$ cat config.mk
export PLATFORM = sky130hd
export DESIGN_NAME = dmem_arbiter
export DESIGN_NICKNAME = d
export VERILOG_FILES = /design/src/rtl/dmem_arbiter.sv
export SDC_FILE = /design/constraint.sdc
export NUM_CORES = 1
export LEC_CHECK = 0
export CAP_MARGIN = 20
export CORE_AREA = 8 8 99 101
export CTS_CLUSTER_DIAMETER = 100
export DETAILED_ROUTE_END_ITERATION = 10
export DIE_AREA = 0 0 107 109
export PLACE_DENSITY = 0.74
export SLEW_MARGIN = 20
export SYNTH_ARGS = -nofsm -noshare
export SYNTH_HDL_FRONTEND = slang
export SYNTH_SLANG_ARGS = --single-unit
$ cat constraint.sdc
create_clock -name CLK -period 4.7 [get_ports CLK]
set_clock_uncertainty 0.2 [all_clocks]
set_input_delay 0.94 -clock CLK [delete_from_list [all_inputs] [get_ports CLK]]
set_output_delay 0.94 -clock CLK [all_outputs]
set_load 0.05 [all_outputs]
$ cat src/rtl/dmem_arbiter.sv
// rtl/dmem_arbiter.sv - CPU/peripheral data RAM arbiter with starvation guard; DMEM_ARB_STATS_EN adds conflict/stall counters
module dmem_arbiter #(
  parameter int ADDR_W       = 12,
  parameter int DATA_W       = 32,
  parameter int STARVE_LIMIT = 4,
  parameter int CNT_W        = 16
) (
  input  logic              CLK,
  input  logic              CPU_RESETN,
  input  logic              cpu_req,
  input  logic              cpu_wen,
  input  logic [ADDR_W-1:0] cpu_addr,
  input  logic [DATA_W-1:0] cpu_wdata,
  output logic [DATA_W-1:0] cpu_rdata,
  output logic              cpu_stall,
  input  logic              per_req,
  input  logic              per_wen,
  input  logic [ADDR_W-1:0] per_addr,
  input  logic [DATA_W-1:0] per_wdata,
  output logic              per_gnt,
  output logic              per_rvalid,
  output logic [DATA_W-1:0] per_rdata,
  output logic              ram_wen,
  output logic [ADDR_W-1:0] ram_addr,
  output logic [DATA_W-1:0] ram_wdata,
  input  logic [DATA_W-1:0] ram_rdata,
  output logic [CNT_W-1:0]  conflict_cnt,
  output logic [CNT_W-1:0]  stall_cnt
);

  localparam int WC_W = (STARVE_LIMIT < 1) ? 1 : $clog2(STARVE_LIMIT + 1);
  localparam logic [WC_W-1:0] WC_MAX = WC_W'(STARVE_LIMIT);

  logic [WC_W-1:0] r_wait_cnt;
  logic            r_rd_owner;
  logic            w_starved;
  logic            w_per_gnt;

  // With no starvation budget the peripheral always wins; otherwise it wins once it has lost STARVE_LIMIT times.
  generate
    if (STARVE_LIMIT == 0) begin : g_no_guard
      assign w_starved = 1'b1;
    end else begin : g_guard
      assign w_starved = (r_wait_cnt >= WC_MAX);
    end
  endgenerate

  // Reset gates every grant-derived output so nothing reaches the RAM while CPU_RESETN is low.
  assign w_per_gnt  = CPU_RESETN && per_req && (!cpu_req || w_starved);
  assign per_gnt    = w_per_gnt;
  assign cpu_stall  = cpu_req && w_per_gnt;
  assign cpu_rdata  = ram_rdata;
  assign per_rvalid = r_rd_owner;
  assign per_rdata  = r_rd_owner ? ram_rdata : '0;

  // RAM port mux: the granted peripheral overrides the CPU's default drive.
  always_comb begin
    ram_addr  = cpu_addr;
    ram_wdata = cpu_wdata;
    ram_wen   = CPU_RESETN && cpu_req && cpu_wen;
    if (w_per_gnt) begin
      ram_addr  = per_addr;
      ram_wdata = per_wdata;
      ram_wen   = per_wen;
    end
  end

  // Count consecutive losses of a pending peripheral request; stops at the limit because the next conflict is a grant.
  always_ff @(posedge CLK or negedge CPU_RESETN) begin
    if (!CPU_RESETN) begin
      r_wait_cnt <= '0;
    end else if (!per_req || w_per_gnt) begin
      r_wait_cnt <= '0;
    end else if (!w_starved) begin
      r_wait_cnt <= r_wait_cnt + 1'b1;
    end
  end

  // Remember that the RAM's next-cycle read data belongs to the peripheral.
  always_ff @(posedge CLK or negedge CPU_RESETN) begin
    if (!CPU_RESETN) begin
      r_rd_owner <= 1'b0;
    end else begin
      r_rd_owner <= w_per_gnt && !per_wen;
    end
  end

`ifdef DMEM_ARB_STATS_EN
  logic [CNT_W-1:0] r_conflict_cnt;
  logic [CNT_W-1:0] r_stall_cnt;

  // Saturating count of cycles where both masters requested the RAM.
  always_ff @(posedge CLK or negedge CPU_RESETN) begin
    if (!CPU_RESETN) begin
      r_conflict_cnt <= '0;
    end else if (cpu_req && per_req && !(&r_conflict_cnt)) begin
      r_conflict_cnt <= r_conflict_cnt + 1'b1;
    end
  end

  // Saturating count of cycles the CPU was held off the RAM.
  always_ff @(posedge CLK or negedge CPU_RESETN) begin
    if (!CPU_RESETN) begin
      r_stall_cnt <= '0;
    end else if (cpu_stall && !(&r_stall_cnt)) begin
      r_stall_cnt <= r_stall_cnt + 1'b1;
    end
  end

  assign conflict_cnt = r_conflict_cnt;
  assign stall_cnt    = r_stall_cnt;
`else
  assign conflict_cnt = '0;
  assign stall_cnt    = '0;
`endif

endmodule

==> reports/qor.yml, run 1 <==
timing:
  timing.final.ws_setup_ns: 0.6435
  min_period_ns: 4.057
  slew_headroom_pct: 49.31
  rsz0062_at_grt: "false"
  maxSlewViolCount: 0
  fmax_mhz: 246.5
  hold_viol: 0
  setup_violations: 0
  final.setup.tns_ns: 0
  tightest_slew_ns: 0.7603
  finalCritPeriodShare_pct: 86.31
global_routing:
  antenna_found_initial: 0
  grt-ovfl-total: 0
  grt_pass1_vias: 1987
  grt_pass1_wl_mm: 12.83
  track_usage_pct: 14.31
  grt_max_degree: 34
critical_path:
  path_cells: "clkdlybuf4s50_1 > and3_4 > buf_12 > mux2_4 > buf_4"
  timing.rr.start: "r_wait_cnt[2]"
  max_stage_delay_ns: 0.62
  crit_family: "buffers and inverters"
  worst-path-stages: 5
  crit_type: "in2out"
  endpoint_kind: "output pin"
  endpoint: "ram_addr[8]"
  cp.buffers_inverters: 3
  arrival_ns: 2.92
  r2r_cells: 3
  slowest_stage: "clkdlybuf4s50_1"
  crit_start: "per_req"
  r2r_slack_ns: 3.18
  r2r-end: "per_rvalid"
  path_max_fanout: 28
  worstPathRequired_ns: 3.56
  cp-start-kind: "input pin"
synthesis:
  synth_cell_types: 23
  postSynthAreaPerCell_um2: 9.557
  yosys_warnings: 0
  synth-seq-cells: 4
  syn_inst: 177
  synthesis.area_um2: 1692
  ys_seq_area_share_pct: 5.917
power_and_ir_drop:
  combPwrFrac_pct: 82.8
  power_frac_seq_pct: 6.0
  cellPowerDensity_nw_per_um2: 164.7
  swShare_pct: 49.14
  power_switching_w: 0.0003247
  p_clk_share_pct: 11.2
  peakVddDrop_mv: 0.08905
  internal_power_w: 0.0003361
  total_leakage_power_nw: 1.721
detailed_routing:
  highest_layer: "met4"
  drc: 0
  first_pass_iters: 3
  num_vias: 1838
  drt_iter0_drc: 43
  wl_met1_mm: 3.534
  routed_via_density: 3.790
  wl_met2_mm: 4.914
  met3_length_um: 785
  wl_per_cell_um: 19.15
  wl_mm: 9.290
  ant_nets: 0
clock_tree:
  cts_inserted_buffers: 3
  cts_setup_buffers: 0
  clk_pin_slew_ns: 0.03
  clock_latency_ns: 0.22
  cts_resized: 0
  htree_levels: 1
  cts_max_path_buffers: 2
  cts_tree: "yes"
  clock_sinks: 4
  cts_hold_buf: 0
  clockRootBuffer: "clkbuf_8"
cells_and_area:
  final_cell_mix: "clkdlybuf4s50_1, mux2_4, and2_1, conb_1, buf_12"
  final_core_util_pct: 47.88
  final_nets: 507
  mostFrequentLayoutCell: "clkdlybuf4s50_1"
  final_cells: 485
  antenna_cells: 0
  area_growth_pct: 137.2
  drive_gt1_share_pct: 25.99
floorplanning:
  die_x_um: 107
  fp.dieH_um: 109
  row_count: 34
  start_util_pct: 20.19
  core_um2: 8381
  ioPinCount: 270
  dieArea_um2: 11660
placement:
  port_buffers: 237
  placed_cells: 482
  post-place-ws_ns: 0.6319
  dp_hpwl_mm: 8.510
  gp_congestion: 0.8003
min_path:
  hp-start: "r_wait_cnt[1]"
  hold_class: "reg2reg"
run:
  drv_cap: 0
run_status:
  status: "finished clean"
synth_stat cells:
library cell,n,area (µm²)
o21ai_0,1,5.000
a21boi_0,1,7.510
nor2b_1,1,6.260
a21o_2,1,8.760
dfrtp_1,4,100.1
buf_2,1,5.000
mux2_2,6,67.56
conb_1,1,3.750
o22ai_1,2,12.51
and2_1,32,200.2
nand3_1,2,10.01
buf_4,64,480.5
nand2_1,5,18.77
and4_2,1,10.01
nand2b_4,1,13.76
buf_12,5,100.1
ha_1,2,25.02
inv_1,3,11.26
a21oi_1,1,5.000
mux2_4,38,570.6
or2b_1,1,7.510
clkbuf_1,3,11.26
and3_4,1,11.26
state kept, by name, summed over array words and instances (netlist names):
name,count
per_rvalid,1
r_wait_cnt,3
power groups by stage:
stage / clock [W] / combinational [W] / sequential (W)
6_report: 0.0000739 / 0.000547 / 0.0000396
5_1_grt: 0.0000783 / 0.000566 / 0.0000402
4_1_cts: 0.0000755 / 0.000551 / 0.0000397
3_5_place_dp: 0 / 0.000549 / 0.0000400
3_3_place_gp: 0 / 0.000546 / 0.0000397
2_1_floorplan: 0 / 0.000345 / 0.0000391
logic make-up after synthesis:
kind of cell / count (synthesis) / synth area share, %
mux: 44 / 37.72
buf+inv: 76 / 35.95
fa+ha+maj: 2 / 1.479
other cells: 1 / 0.2217
flops: 4 / 5.917
compound gates: 6 / 2.292
simple gates: 44 / 16.42
routing by layer:
layer,global-route usage [%],up-vias
met3,4.669,5
met5,0,-
met1,16.10,831
met4,1.809,0
li1,-,885
met2,26.29,117
through the flow:
step | hold WS [ns] | instance area (µm²) | total power, W
after CTS | 0.3771 | 4013 | 0.0006657
after floorplan | 0.3323 | 1808 | 0.0003844
after global routing | 0.3894 | 4013 | 0.0006846
after global placement | 0.3449 | 3971 | 0.0005853
after detailed placement | 0.3726 | 3971 | 0.0005890
final | 0.3721 | 4013 | 0.0006608
worst min-delay path by stage:
stage / endpoint / cells after the start
6_report: r_wait_cnt[1] / 2
5_1_grt: r_wait_cnt[0] / 2
4_1_cts: r_wait_cnt[1] / 2
3_5_place_dp: r_wait_cnt[1] / 2
3_3_place_gp: r_wait_cnt[1] / 2
2_1_floorplan: r_wait_cnt[1] / 2
worst min-delay path: stages, from the launching register on:
cell and delay, ns:
dfrtp_1 0.39, nand2_1 0.06, o22ai_1 0.07
final cells by class:
cell class                      count  area, µm²
Sequential cell                     4      100.1
Timing Repair Buffer              239       2625
Tap cell                          108      135.1
Clock buffer                        3      41.29
Multi-Input combinational cell    128       1100
Inverter                            3      11.26
Fill cell                         786       4368
Note: power is estimated with default switching activity, not from simulation.
==> run 2, diff against run 1 <==
--- a/config.mk
+++ b/config.mk
@@ -6,11 +6,11 @@
 export NUM_CORES = 1
 export LEC_CHECK = 0
 export CAP_MARGIN = 20
-export CORE_AREA = 8 8 99 101
+export CORE_AREA = 4 4 104 106
 export CTS_CLUSTER_DIAMETER = 100
 export DETAILED_ROUTE_END_ITERATION = 10
-export DIE_AREA = 0 0 107 109
-export PLACE_DENSITY = 0.74
+export DIE_AREA = 0 0 108 110
+export PLACE_DENSITY_LB_ADDON = 0.05
 export SLEW_MARGIN = 20
 export SYNTH_ARGS = -nofsm -noshare
 export SYNTH_HDL_FRONTEND = slang
==> run 2 against run 1 <==
Effect of this change:
- combinational power increased by 3%
- count of clock-buffer cells in the layout stayed put
- hold slack improved by 0.0053 ns
- highest routed layer unchanged
==> reports/qor.yml, run 2 (same netlist as run 1, synthesis figures left out) <==
critical_path:
  worst_path_most_repeated_cell: "buf_4"
  path_max_fanout: 16  # was 28
  r2r_cells: 3  # unchanged
  max_stage_delay_ns: 0.61  # was 0.62 ns
  timing.rr.start: "r_wait_cnt[2]"  # unchanged
  r2r_slack_ns: 3.29  # was 3.18 ns
  r2r-end: "per_rvalid"  # unchanged
  path_cells: "clkdlybuf4s50_1 > and3_4 > buf_4 > mux2_2 > buf_4"  # was clkdlybuf4s50_1 > and3_4 > buf_12 > mux2_4 > buf_4
  slowest_stage: "clkdlybuf4s50_1"  # unchanged
  worstPathRequired_ns: 3.56  # about the same
  cp-start-kind: "input pin"  # unchanged
  arrival_ns: 2.83  # was 2.92 ns
  crit_type: "in2out"  # unchanged
  endpoint_kind: "output pin"  # unchanged
power_and_ir_drop:
  total_leakage_power_nw: 1.782  # was 1.721 nW
  power_frac_seq_pct: 5.9  # was 6.0%
  internal_power_w: 0.0003536  # was 0.0003361 W
  power_switching_w: 0.0003220  # was 0.0003247 W
  cellPowerDensity_nw_per_um2: 161.0  # was 164.7 nW/µm²
  p_clk_share_pct: 10.4  # was 11.2%
  peakVddDrop_mv: 0.1400  # was 0.08905 mV
  swShare_pct: 47.66  # was 49.14%
  combPwrFrac_pct: 83.7  # was 82.8%
timing:
  finalCritPeriodShare_pct: 84.38  # was 86.31%
  min_period_ns: 3.966  # was 4.057 ns
  whs_ns: 0.3773  # was 0.3721 ns
  timing.final.ws_setup_ns: 0.7341  # was 0.6435 ns
  slew_headroom_pct: 50.95  # was 49.31%
  fmax_mhz: 252.2  # was 246.5 MHz
  maxSlewViolCount: 0  # unchanged
  hold_viol: 0  # unchanged
  final.setup.tns_ns: 0  # unchanged
  tightest_slew_ns: 0.7357  # was 0.7603 ns
  rsz0062_at_grt: "false"  # unchanged
  setup_violations: 0  # unchanged
min_path:
  timing.hold.worst_path_depth: 2  # unchanged
  hold_class: "reg2reg"  # unchanged
  hp-start: "r_wait_cnt[0]"  # was r_wait_cnt[1]
  whs_endpoint: "r_wait_cnt[0]"  # was r_wait_cnt[1]
detailed_routing:
  routed_via_density: 3.543  # was 3.790
  wl_mm: 9.081  # was 9.290 mm
  first_pass_iters: 4  # was 3
  wl_per_cell_um: 17.74  # was 19.15 µm
  ant_nets: 0  # unchanged
  drc: 0  # unchanged
  drt_iter0_drc: 61  # was 43
  num_vias: 1814  # was 1838
global_routing:
  track_usage_pct: 13.26  # was 14.31%
  grt_max_degree: 34  # unchanged
  antenna_found_initial: 0  # unchanged
  grt_pass1_vias: 1680  # was 1987
  grt_pass1_wl_mm: 11.65  # was 12.83 mm
  grt-ovfl-total: 0  # unchanged
clock_tree:
  htree_levels: 1  # unchanged
  clock_sinks: 4  # unchanged
  cts_hold_buf: 0  # unchanged
  cts_max_path_buffers: 2  # unchanged
  clockRootBuffer: "clkbuf_8"  # unchanged
  cts_tree: "yes"  # unchanged
  clk_pin_slew_ns: 0.03  # about the same
  cts_resized: 0  # unchanged
  cts_setup_buffers: 0  # unchanged
  clock_latency_ns: 0.21  # was 0.22 ns
  cts_inserted_buffers: 3  # unchanged
cells_and_area:
  final_cells: 512  # was 485
  drive_gt1_share_pct: 26.39  # was 25.99%
  final_nets: 509  # was 507
  mostFrequentLayoutCell: "clkdlybuf4s50_1"  # unchanged
  area_growth_pct: 148.1  # was 137.2%
  fin_area_um2: 4197  # was 4013 µm²
  antenna_cells: 0  # unchanged
  final_cell_mix: "clkdlybuf4s50_1, buf_12, mux2_4"  # was clkdlybuf4s50_1, mux2_4, and2_1, conb_1, buf_12
  regMostFlops: "r_wait_cnt"  # unchanged
  largest_reg_flops: 3  # unchanged
placement:
  dpl-instance-area_um2: 4155  # was 3971 µm²
  dp_hpwl_mm: 8.221  # was 8.510 mm
  placed_cells: 509  # was 482
  post-place-ws_ns: 0.7186  # was 0.6319 ns
  port_buffers: 237  # unchanged
  gp_congestion: 0.7397  # was 0.8003
floorplanning:
  start_util_pct: 17.31  # was 20.19%
  ioPinCount: 270  # unchanged
  dieArea_um2: 11880  # was 11660 µm²
  fp.dieH_um: 110  # was 109 µm
  core_um2: 9774  # was 8381 µm²
  row_count: 36  # was 34
  die_x_um: 108  # was 107 µm
run_status:
  status: "finished clean"  # unchanged
run:
  drv_cap: 0  # unchanged
==> run 2: through the flow <==
stage	power, W	util [%]
after floorplan	0.0003844	-
after global placement	0.0006075	42.51
after detailed placement	0.0006087	42.51
after CTS	0.0006831	42.93
after global routing	0.0007020	42.93
final	0.0006756	42.93
==> run 2: power groups by stage <==
stage	sequential, W	clock, W	combinational [W]
4_1_cts	0.0000400	0.0000733	0.000570
3_5_place_dp	0.0000404	0	0.000568
3_3_place_gp	0.0000402	0	0.000567
6_report	0.0000398	0.0000701	0.000566
2_1_floorplan	0.0000391	0	0.000345
5_1_grt	0.0000406	0.0000774	0.000584
==> run 2: worst max-delay path by stage <==
stage / startpoint / endpoint / depth (start not counted)
detailed placement: per_req / ram_addr[7] / 5
global placement: per_req / ram_wdata[31] / 5
floorplan: per_req / ram_wen / 4
CTS: per_req / ram_addr[7] / 5
finish: per_req / ram_addr[1] / 5
global route: per_req / ram_addr[7] / 5
==> run 2: cell type report <==
class | count | area, µm²
Clock buffer | 3 | 41.29
Fill cell | 949 | 5578
Tap cell | 133 | 166.4
Sequential cell | 4 | 100.1
Timing Repair Buffer | 241 | 2778
Inverter | 3 | 11.26
Multi-Input combinational cell | 128 | 1100
==> run 2: layer usage <==
metal	global-route usage [%]	routed length, µm	vias up
li1	-	-	888
met1	14.32	3000	805
met2	25.36	4949	117
met3	4.776	1070	4
met4	1.803	61	0
met5	0	0	-
==> run 2: worst max-delay path: cells and delay by family <==
| kind | cells | cell delay (ns) |
|---|---|---|
| buffers and inverters | 3 | 1.09 |
| and+or+nand+nor | 1 | 0.44 |
| muxes | 1 | 0.36 |
